**src/rtl/decoder_scan_pkg.sv**
```systemverilog
// Shared constants and state encoding for the decoder scan sequencer.
package decoder_scan_pkg;

    localparam int SEL_W  = 4;
    localparam int NUM_CH = 2 ** SEL_W;

    typedef enum logic [1:0] {
        ST_IDLE  = 2'd0,
        ST_BLANK = 2'd1,
        ST_DRIVE = 2'd2
    } scan_state_e;

endpackage

```
**src/rtl/decoder_scan_next_chan.sv**
```systemverilog
// Finds the lowest set mask bit above a given index, plus the lowest set bit overall.
module decoder_scan_next_chan
    import decoder_scan_pkg::*;
(
    input  logic [NUM_CH-1:0] mask,
    input  logic [SEL_W-1:0]  idx,
    output logic [SEL_W-1:0]  next_idx,
    output logic              found,
    output logic [SEL_W-1:0]  first_idx
);

    // Scanning from the top down lets the lowest qualifying bit win.
    always_comb begin
        next_idx  = '0;
        found     = 1'b0;
        first_idx = '0;
        for (int i = NUM_CH - 1; i >= 0; i--) begin
            if (mask[i]) begin
                first_idx = SEL_W'(i);
                if (i > int'(idx)) begin
                    next_idx = SEL_W'(i);
                    found    = 1'b1;
                end
            end
        end
    end

endmodule

```
**src/rtl/decoder_scan_sequencer.sv**
```systemverilog
// Steps a channel index over a programmable mask, driving the decoder enable for a
// set dwell with blanking around every index change so the one-hot output never glitches.
module decoder_scan_sequencer
    import decoder_scan_pkg::*;
#(
    parameter int DWELL_W      = 8,
    parameter int BLANK_CYCLES = 2
) (
    input  logic               clk,
    input  logic               reset_n,
    input  logic               start,
    input  logic               stop,
    input  logic               continuous,
    input  logic [DWELL_W-1:0] dwell,
    input  logic [NUM_CH-1:0]  chan_mask,
    output logic [SEL_W-1:0]   binary_out,
    output logic               enable_out,
    output logic               chan_strobe,
    output logic               pass_done,
    output logic               busy
);

    localparam logic [DWELL_W-1:0] BLANK_LOAD = DWELL_W'(BLANK_CYCLES - 1);

    scan_state_e        state_q, state_d;
    logic [SEL_W-1:0]   idx_q, idx_d;
    logic [NUM_CH-1:0]  mask_q, mask_d, mask_sel;
    logic [DWELL_W-1:0] dwell_q, dwell_d;
    logic [DWELL_W-1:0] cnt_q, cnt_d, drive_load;
    logic               cont_q, cont_d;
    logic               stop_pending_q, stop_pending_d;
    logic               last_chan_q, last_chan_d;
    logic               enable_q, enable_d;
    logic               strobe_q, strobe_d;
    logic               pass_done_q, pass_done_d;
    logic               stop_eff, found;
    logic [SEL_W-1:0]   next_idx, first_idx;

    // The finder looks at the live mask when a fresh pass may begin (start or wrap),
    // otherwise at the mask latched for the current pass.
    assign mask_sel   = (state_q == ST_IDLE || (state_q == ST_DRIVE && last_chan_q)) ?
                        chan_mask : mask_q;
    assign drive_load = (dwell_q == '0) ? '0 : dwell_q - 1'b1;
    assign stop_eff   = stop_pending_q | stop;

    decoder_scan_next_chan u_next_chan (
        .mask      (mask_sel),
        .idx       (idx_q),
        .next_idx  (next_idx),
        .found     (found),
        .first_idx (first_idx)
    );

    always_comb begin
        state_d        = state_q;
        idx_d          = idx_q;
        mask_d         = mask_q;
        dwell_d        = dwell_q;
        cont_d         = cont_q;
        stop_pending_d = stop_pending_q;
        cnt_d          = cnt_q;
        last_chan_d    = last_chan_q;
        case (state_q)
            ST_IDLE: begin
                stop_pending_d = 1'b0;
                if (start && !stop && chan_mask != '0) begin
                    state_d = ST_BLANK;
                    idx_d   = first_idx;
                    mask_d  = chan_mask;
                    dwell_d = dwell;
                    cont_d  = continuous;
                    cnt_d   = BLANK_LOAD;
                end
            end
            ST_BLANK: begin
                if (stop_eff) begin
                    state_d        = ST_IDLE;
                    stop_pending_d = 1'b0;
                end else if (cnt_q == '0) begin
                    state_d     = ST_DRIVE;
                    cnt_d       = drive_load;
                    last_chan_d = !found;
                end else begin
                    cnt_d = cnt_q - 1'b1;
                end
            end
            ST_DRIVE: begin
                stop_pending_d = stop_eff;
                if (cnt_q != '0) begin
                    cnt_d = cnt_q - 1'b1;
                end else if (stop_eff) begin
                    state_d        = ST_IDLE;
                    stop_pending_d = 1'b0;
                end else if (!last_chan_q) begin
                    state_d = ST_BLANK;
                    idx_d   = next_idx;
                    cnt_d   = BLANK_LOAD;
                end else if (cont_q && chan_mask != '0) begin
                    state_d = ST_BLANK;
                    idx_d   = first_idx;
                    mask_d  = chan_mask;
                    cnt_d   = BLANK_LOAD;
                end else begin
                    state_d = ST_IDLE;
                end
            end
            default: state_d = ST_IDLE;
        endcase

        // pass_done is registered, so it is decided on entry to the final DRIVE cycle;
        // a stop arriving during that very cycle still ends the scan but cannot recall it.
        enable_d    = (state_d == ST_DRIVE);
        strobe_d    = (state_d == ST_DRIVE) && (state_q != ST_DRIVE);
        pass_done_d = (state_d == ST_DRIVE) && (cnt_d == '0) && last_chan_d && !stop_pending_d;
    end

    always_ff @(posedge clk or negedge reset_n) begin
        if (!reset_n) begin
            state_q        <= ST_IDLE;
            idx_q          <= '0;
            mask_q         <= '0;
            dwell_q        <= '0;
            cont_q         <= 1'b0;
            stop_pending_q <= 1'b0;
            cnt_q          <= '0;
            last_chan_q    <= 1'b0;
            enable_q       <= 1'b0;
            strobe_q       <= 1'b0;
            pass_done_q    <= 1'b0;
        end else begin
            state_q        <= state_d;
            idx_q          <= idx_d;
            mask_q         <= mask_d;
            dwell_q        <= dwell_d;
            cont_q         <= cont_d;
            stop_pending_q <= stop_pending_d;
            cnt_q          <= cnt_d;
            last_chan_q    <= last_chan_d;
            enable_q       <= enable_d;
            strobe_q       <= strobe_d;
            pass_done_q    <= pass_done_d;
        end
    end

    assign binary_out  = idx_q;
    assign enable_out  = enable_q;
    assign chan_strobe = strobe_q;
    assign pass_done   = pass_done_q;
    assign busy        = (state_q != ST_IDLE);

endmodule

```
**config.mk**
```make
export PLATFORM = sky130hd
export DESIGN_NAME = decoder_scan_sequencer
export DESIGN_NICKNAME = d
export VERILOG_FILES = /design/src/rtl/decoder_scan_pkg.sv /design/src/rtl/decoder_scan_next_chan.sv /design/src/rtl/decoder_scan_sequencer.sv
export SDC_FILE = /design/constraint.sdc
export NUM_CORES = 1
export LEC_CHECK = 0
export ABC_AREA = 1
export BUFFER_PORTS_ARGS = -buffer_cell sky130_fd_sc_hd__buf_2
export CORE_MARGIN = 2
export CORE_UTILIZATION = 60
export CTS_BUF_LIST = sky130_fd_sc_hd__clkbuf_2 sky130_fd_sc_hd__clkbuf_4 sky130_fd_sc_hd__clkbuf_8
export DETAILED_ROUTE_END_ITERATION = 12
export PLACE_DENSITY_LB_ADDON = 0.15
export SETUP_SLACK_MARGIN = 0.4
export SYNTH_ARGS = -nofsm -noshare
export SYNTH_HDL_FRONTEND = slang
export SYNTH_HIERARCHICAL = 1
export SYNTH_SLANG_ARGS = --single-unit
```
**constraint.sdc**
```tcl
create_clock -name clk -period 4.6 [get_ports clk]
set_input_delay 0.92 -clock clk [delete_from_list [all_inputs] [get_ports clk]]
set_output_delay 0.92 -clock clk [all_outputs]
set_load 0.05 [all_outputs]
```
==> results.cfg <==
[placement]
port_buffers = 36
placed_area_um2 = 3470
hpwlAfterDp_um = 6100
post-place-ws_ps = 1430
place.gp.congestion = 0.929

[cells_and_area]
final_cell_area_um2 = 3590
fin_nets = 549
final_cell_mix = nand2_1, nor2_1, inv_1
final_common_cell = nand2_1
register_area_um2 = 1100
nFillCells = 491
diodes = 0
drive_above_1_share = 0.164
syn_to_final_growth_pct = 11.3
multi_input_area_um2 = 1830

[min_path]
hp-class = flop to flop

[timing]
finalCritPeriodShare = 0.682
fmax_ghz = 0.319
worst_clock_skew_ps = 11.1
setup_ws_ps = 1460
holdWs_ps = 496
slew_headroom = 0.325
finalCriticalPeriod_ps = 3140
setup_viol = 0
worst_slew_pin_slew_ps = 1010
finalSetupTns_ps = 0
hold_viol = 0
rsz0062_at_grt = false
slew_viol_final = 0

[power_and_ir_drop]
leakage_nw = 1.88
ir_drop_mv = 0.321
power.total_w = 0.00228
netSwitchingPower_w = 0.00114
power_density_nw_per_um2 = 635
internal-power_w = 0.00114
netSwitchingFraction = 0.501
p_seq_frac = 0.304
pwr-share-clk = 0.141
p_comb_frac = 0.554

[detailed_routing]
wire_per_inst_um = 13.6
avgViaCountPerCell = 5.46
vias = 3204
wl_um = 7960
drt-pass1-iter-count = 5
postRouteAntennaNets = 0
drc = 0
first_iter_violations = 244

[clocking]
cts_resized = 0
cts_root_buf = clkbuf_8
post_cts_buffers = 0
clkSinkCount = 44
clockBufferDepth = 2
hold_buffers = 0
clk-insertion-delay-late_ps = 310
tritoncts = yes
cts_htree_levels = 2
numCtsBuffers = 5
clk_pin_slew_ps = 90

[setup_path]
crit_chain = inv_1, a21oi_2, buf_4, nor2_1, a21oi_1, nand2_1, nand3_2, nand2_1, nand2_1, nand2_1, nand2_1, nand2_1, nand2_1, nand2_1, nand2_1, nand2_1, nand2_1, nand2_1, nand2_1, nand2_1, mux2_2, mux2_2
path_buf_inv = 2
critPathLaunchType = flop
slowest_delay_ps = 440
required_ps = 4790
critical_path_class = flop to flop
slowest_stage = dfrtp_1
crit_arrival_ps = 3330
cp_max_fo = 22
cp_common_cell = nand2_1
end_kind = flop
crit_family = simple AND/OR/NAND/NOR gates

[global_routing]
grt-ovfl-total = 0
grt_max_degree = 45
use_met1 = 0.325
gr-usage-met3 = 0.0388
grt_pass1_wl_um = 13700
grt_antenna_before_repair = 0
grt_pass1_vias = 3166
grt.total_usage = 0.286
grt.busiest_layer = met2
met2_usage = 0.530

[yosys]
ys_types = 36
yosysTopAreaCell = dfrtp_1
ys_seq_elements = 44
yosysWarningCount = 6
synth_nets = 513
syn_area_um2 = 3220
synthTopCellsByArea = dfrtp_1, nand2_1, nor2_1
syn_inst = 480
seq_area_frac_synth = 0.341
synth.avg_cell_area_um2 = 6.72
synth.top_cell.area_share = 0.341

[floorplanning]
ioPinCount = 37
die_x_um = 77.3
start_util = 0.627
coreArea_um2 = 5140
fp.dieArea_um2 = 5980
rows = 26
die_h_um = 77.3

[status]
status = completed

[flow_run]
maxCapViolations = 0
==> metal layers <==
layer / vias to the layer above / wire length, um / share of wire
met5: - / 0 / 0
met4: 0 / 259 / 0.033
met3: 24 / 306 / 0.038
met2: 87 / 4170 / 0.52
met1: 1474 / 3220 / 0.40
li1: 1619 / - / -
==> logic make-up after synthesis <==
logic type / Yosys count / synth area share
xor+xnor: 4 / 0.0109
buf+inv: 79 / 0.0935
fa+ha+maj: 4 / 0.0155
mux: 12 / 0.0415
simple gates: 253 / 0.348
flops: 44 / 0.341
compound gates: 84 / 0.149
==> sequential cells by signal (all words and copies together) (netlist names) <==
register	cells
binary_out	4
chan_strobe	1
cnt_q	8
cont_q	1
dwell_q	8
enable_out	1
last_chan_q	1
mask_q	16
pass_done	1
state_q	2
stop_pending_q	1
==> Yosys cell counts <==
library cell / count
nand2_1: 119
nor2_1: 69
inv_1: 66
dfrtp_1: 44
a21oi_1: 39
nand3_1: 28
o21ai_0: 22
mux2_2: 11
o21ai_1: 8
nand2_2: 7
nor2_2: 7
nand4_1: 5
o211ai_1: 5
buf_2: 4
clkbuf_1: 4
clkinv_1: 4
ha_1: 4
nand3_2: 4
nor2_4: 4
nor3_1: 4
xor2_1: 4
nor4_1: 2
o21bai_1: 2
o221ai_1: 2
a211o_1: 1
a22oi_2: 1
a311oi_1: 1
a31oi_1: 1
a31oi_4: 1
and2_1: 1
inv_2: 1
mux2i_1: 1
nand2_4: 1
nand4_2: 1
nor3_2: 1
o31ai_1: 1
==> metrics by stage <==
stage                     utilization  instances
after CTS                       0.698        587
after detailed placement        0.675        579
after floorplan                     -        480
after global routing            0.698        587
final                           0.698        587
after global placement          0.675        579
==> worst reg2reg max path: stages (launching register included) <==
cell     delay (ps)
dfrtp_1         440
inv_1           120
a21oi_2         420
buf_4           330
nor2_1           70
a21oi_1         280
nand2_1         160
nand3_2          80
nand2_1          50
nand2_1          50
nand2_1          40
nand2_1          50
nand2_1          50
nand2_1          60
nand2_1          50
nand2_1          50
nand2_1          50
nand2_1          50
nand2_1          40
nand2_1          50
nand2_1          40
mux2_2          250
mux2_2          260
==> layout make-up <==
class	instances	area share
repair buffers	37	0.0523
inverters	71	0.0742
clock buffers	6	0.0230
clock inverters	2	0.0108
flip-flops and latches	44	0.307
well taps	70	0.0244
multi-input cells	357	0.509
==> path summary, 6_finish.rpt <==
| kind | cells after the start | slack (ps) | endpoint | start |
|---|---|---|---|---|
| max | 22 | 1460 | binary_out[0] | last_chan_q |
| min | 2 | 500 | mask_q[1] | mask_q[1] |
| max reg2reg | 22 | 1460 | binary_out[0] | last_chan_q |
| min reg2reg | 2 | 500 | mask_q[1] | mask_q[1] |
| max in group asynchronous | 1 | 3190 | chan_strobe | reset_n |
| min in group asynchronous | 1 | 770 | cnt_q[2] | reset_n |
==> power groups by stage <==
stage | sequential [W] | clock (W) | combinational, W
4_1_cts | 0.000692 | 0.000327 | 0.00126
3_5_place_dp | 0.000697 | 0 | 0.00125
5_1_grt | 0.000715 | 0.000343 | 0.00143
6_report | 0.000694 | 0.000322 | 0.00126
2_1_floorplan | 0.000710 | 0 | 0.000938
3_3_place_gp | 0.000693 | 0 | 0.00121
Power figures use the tool's default switching activity.
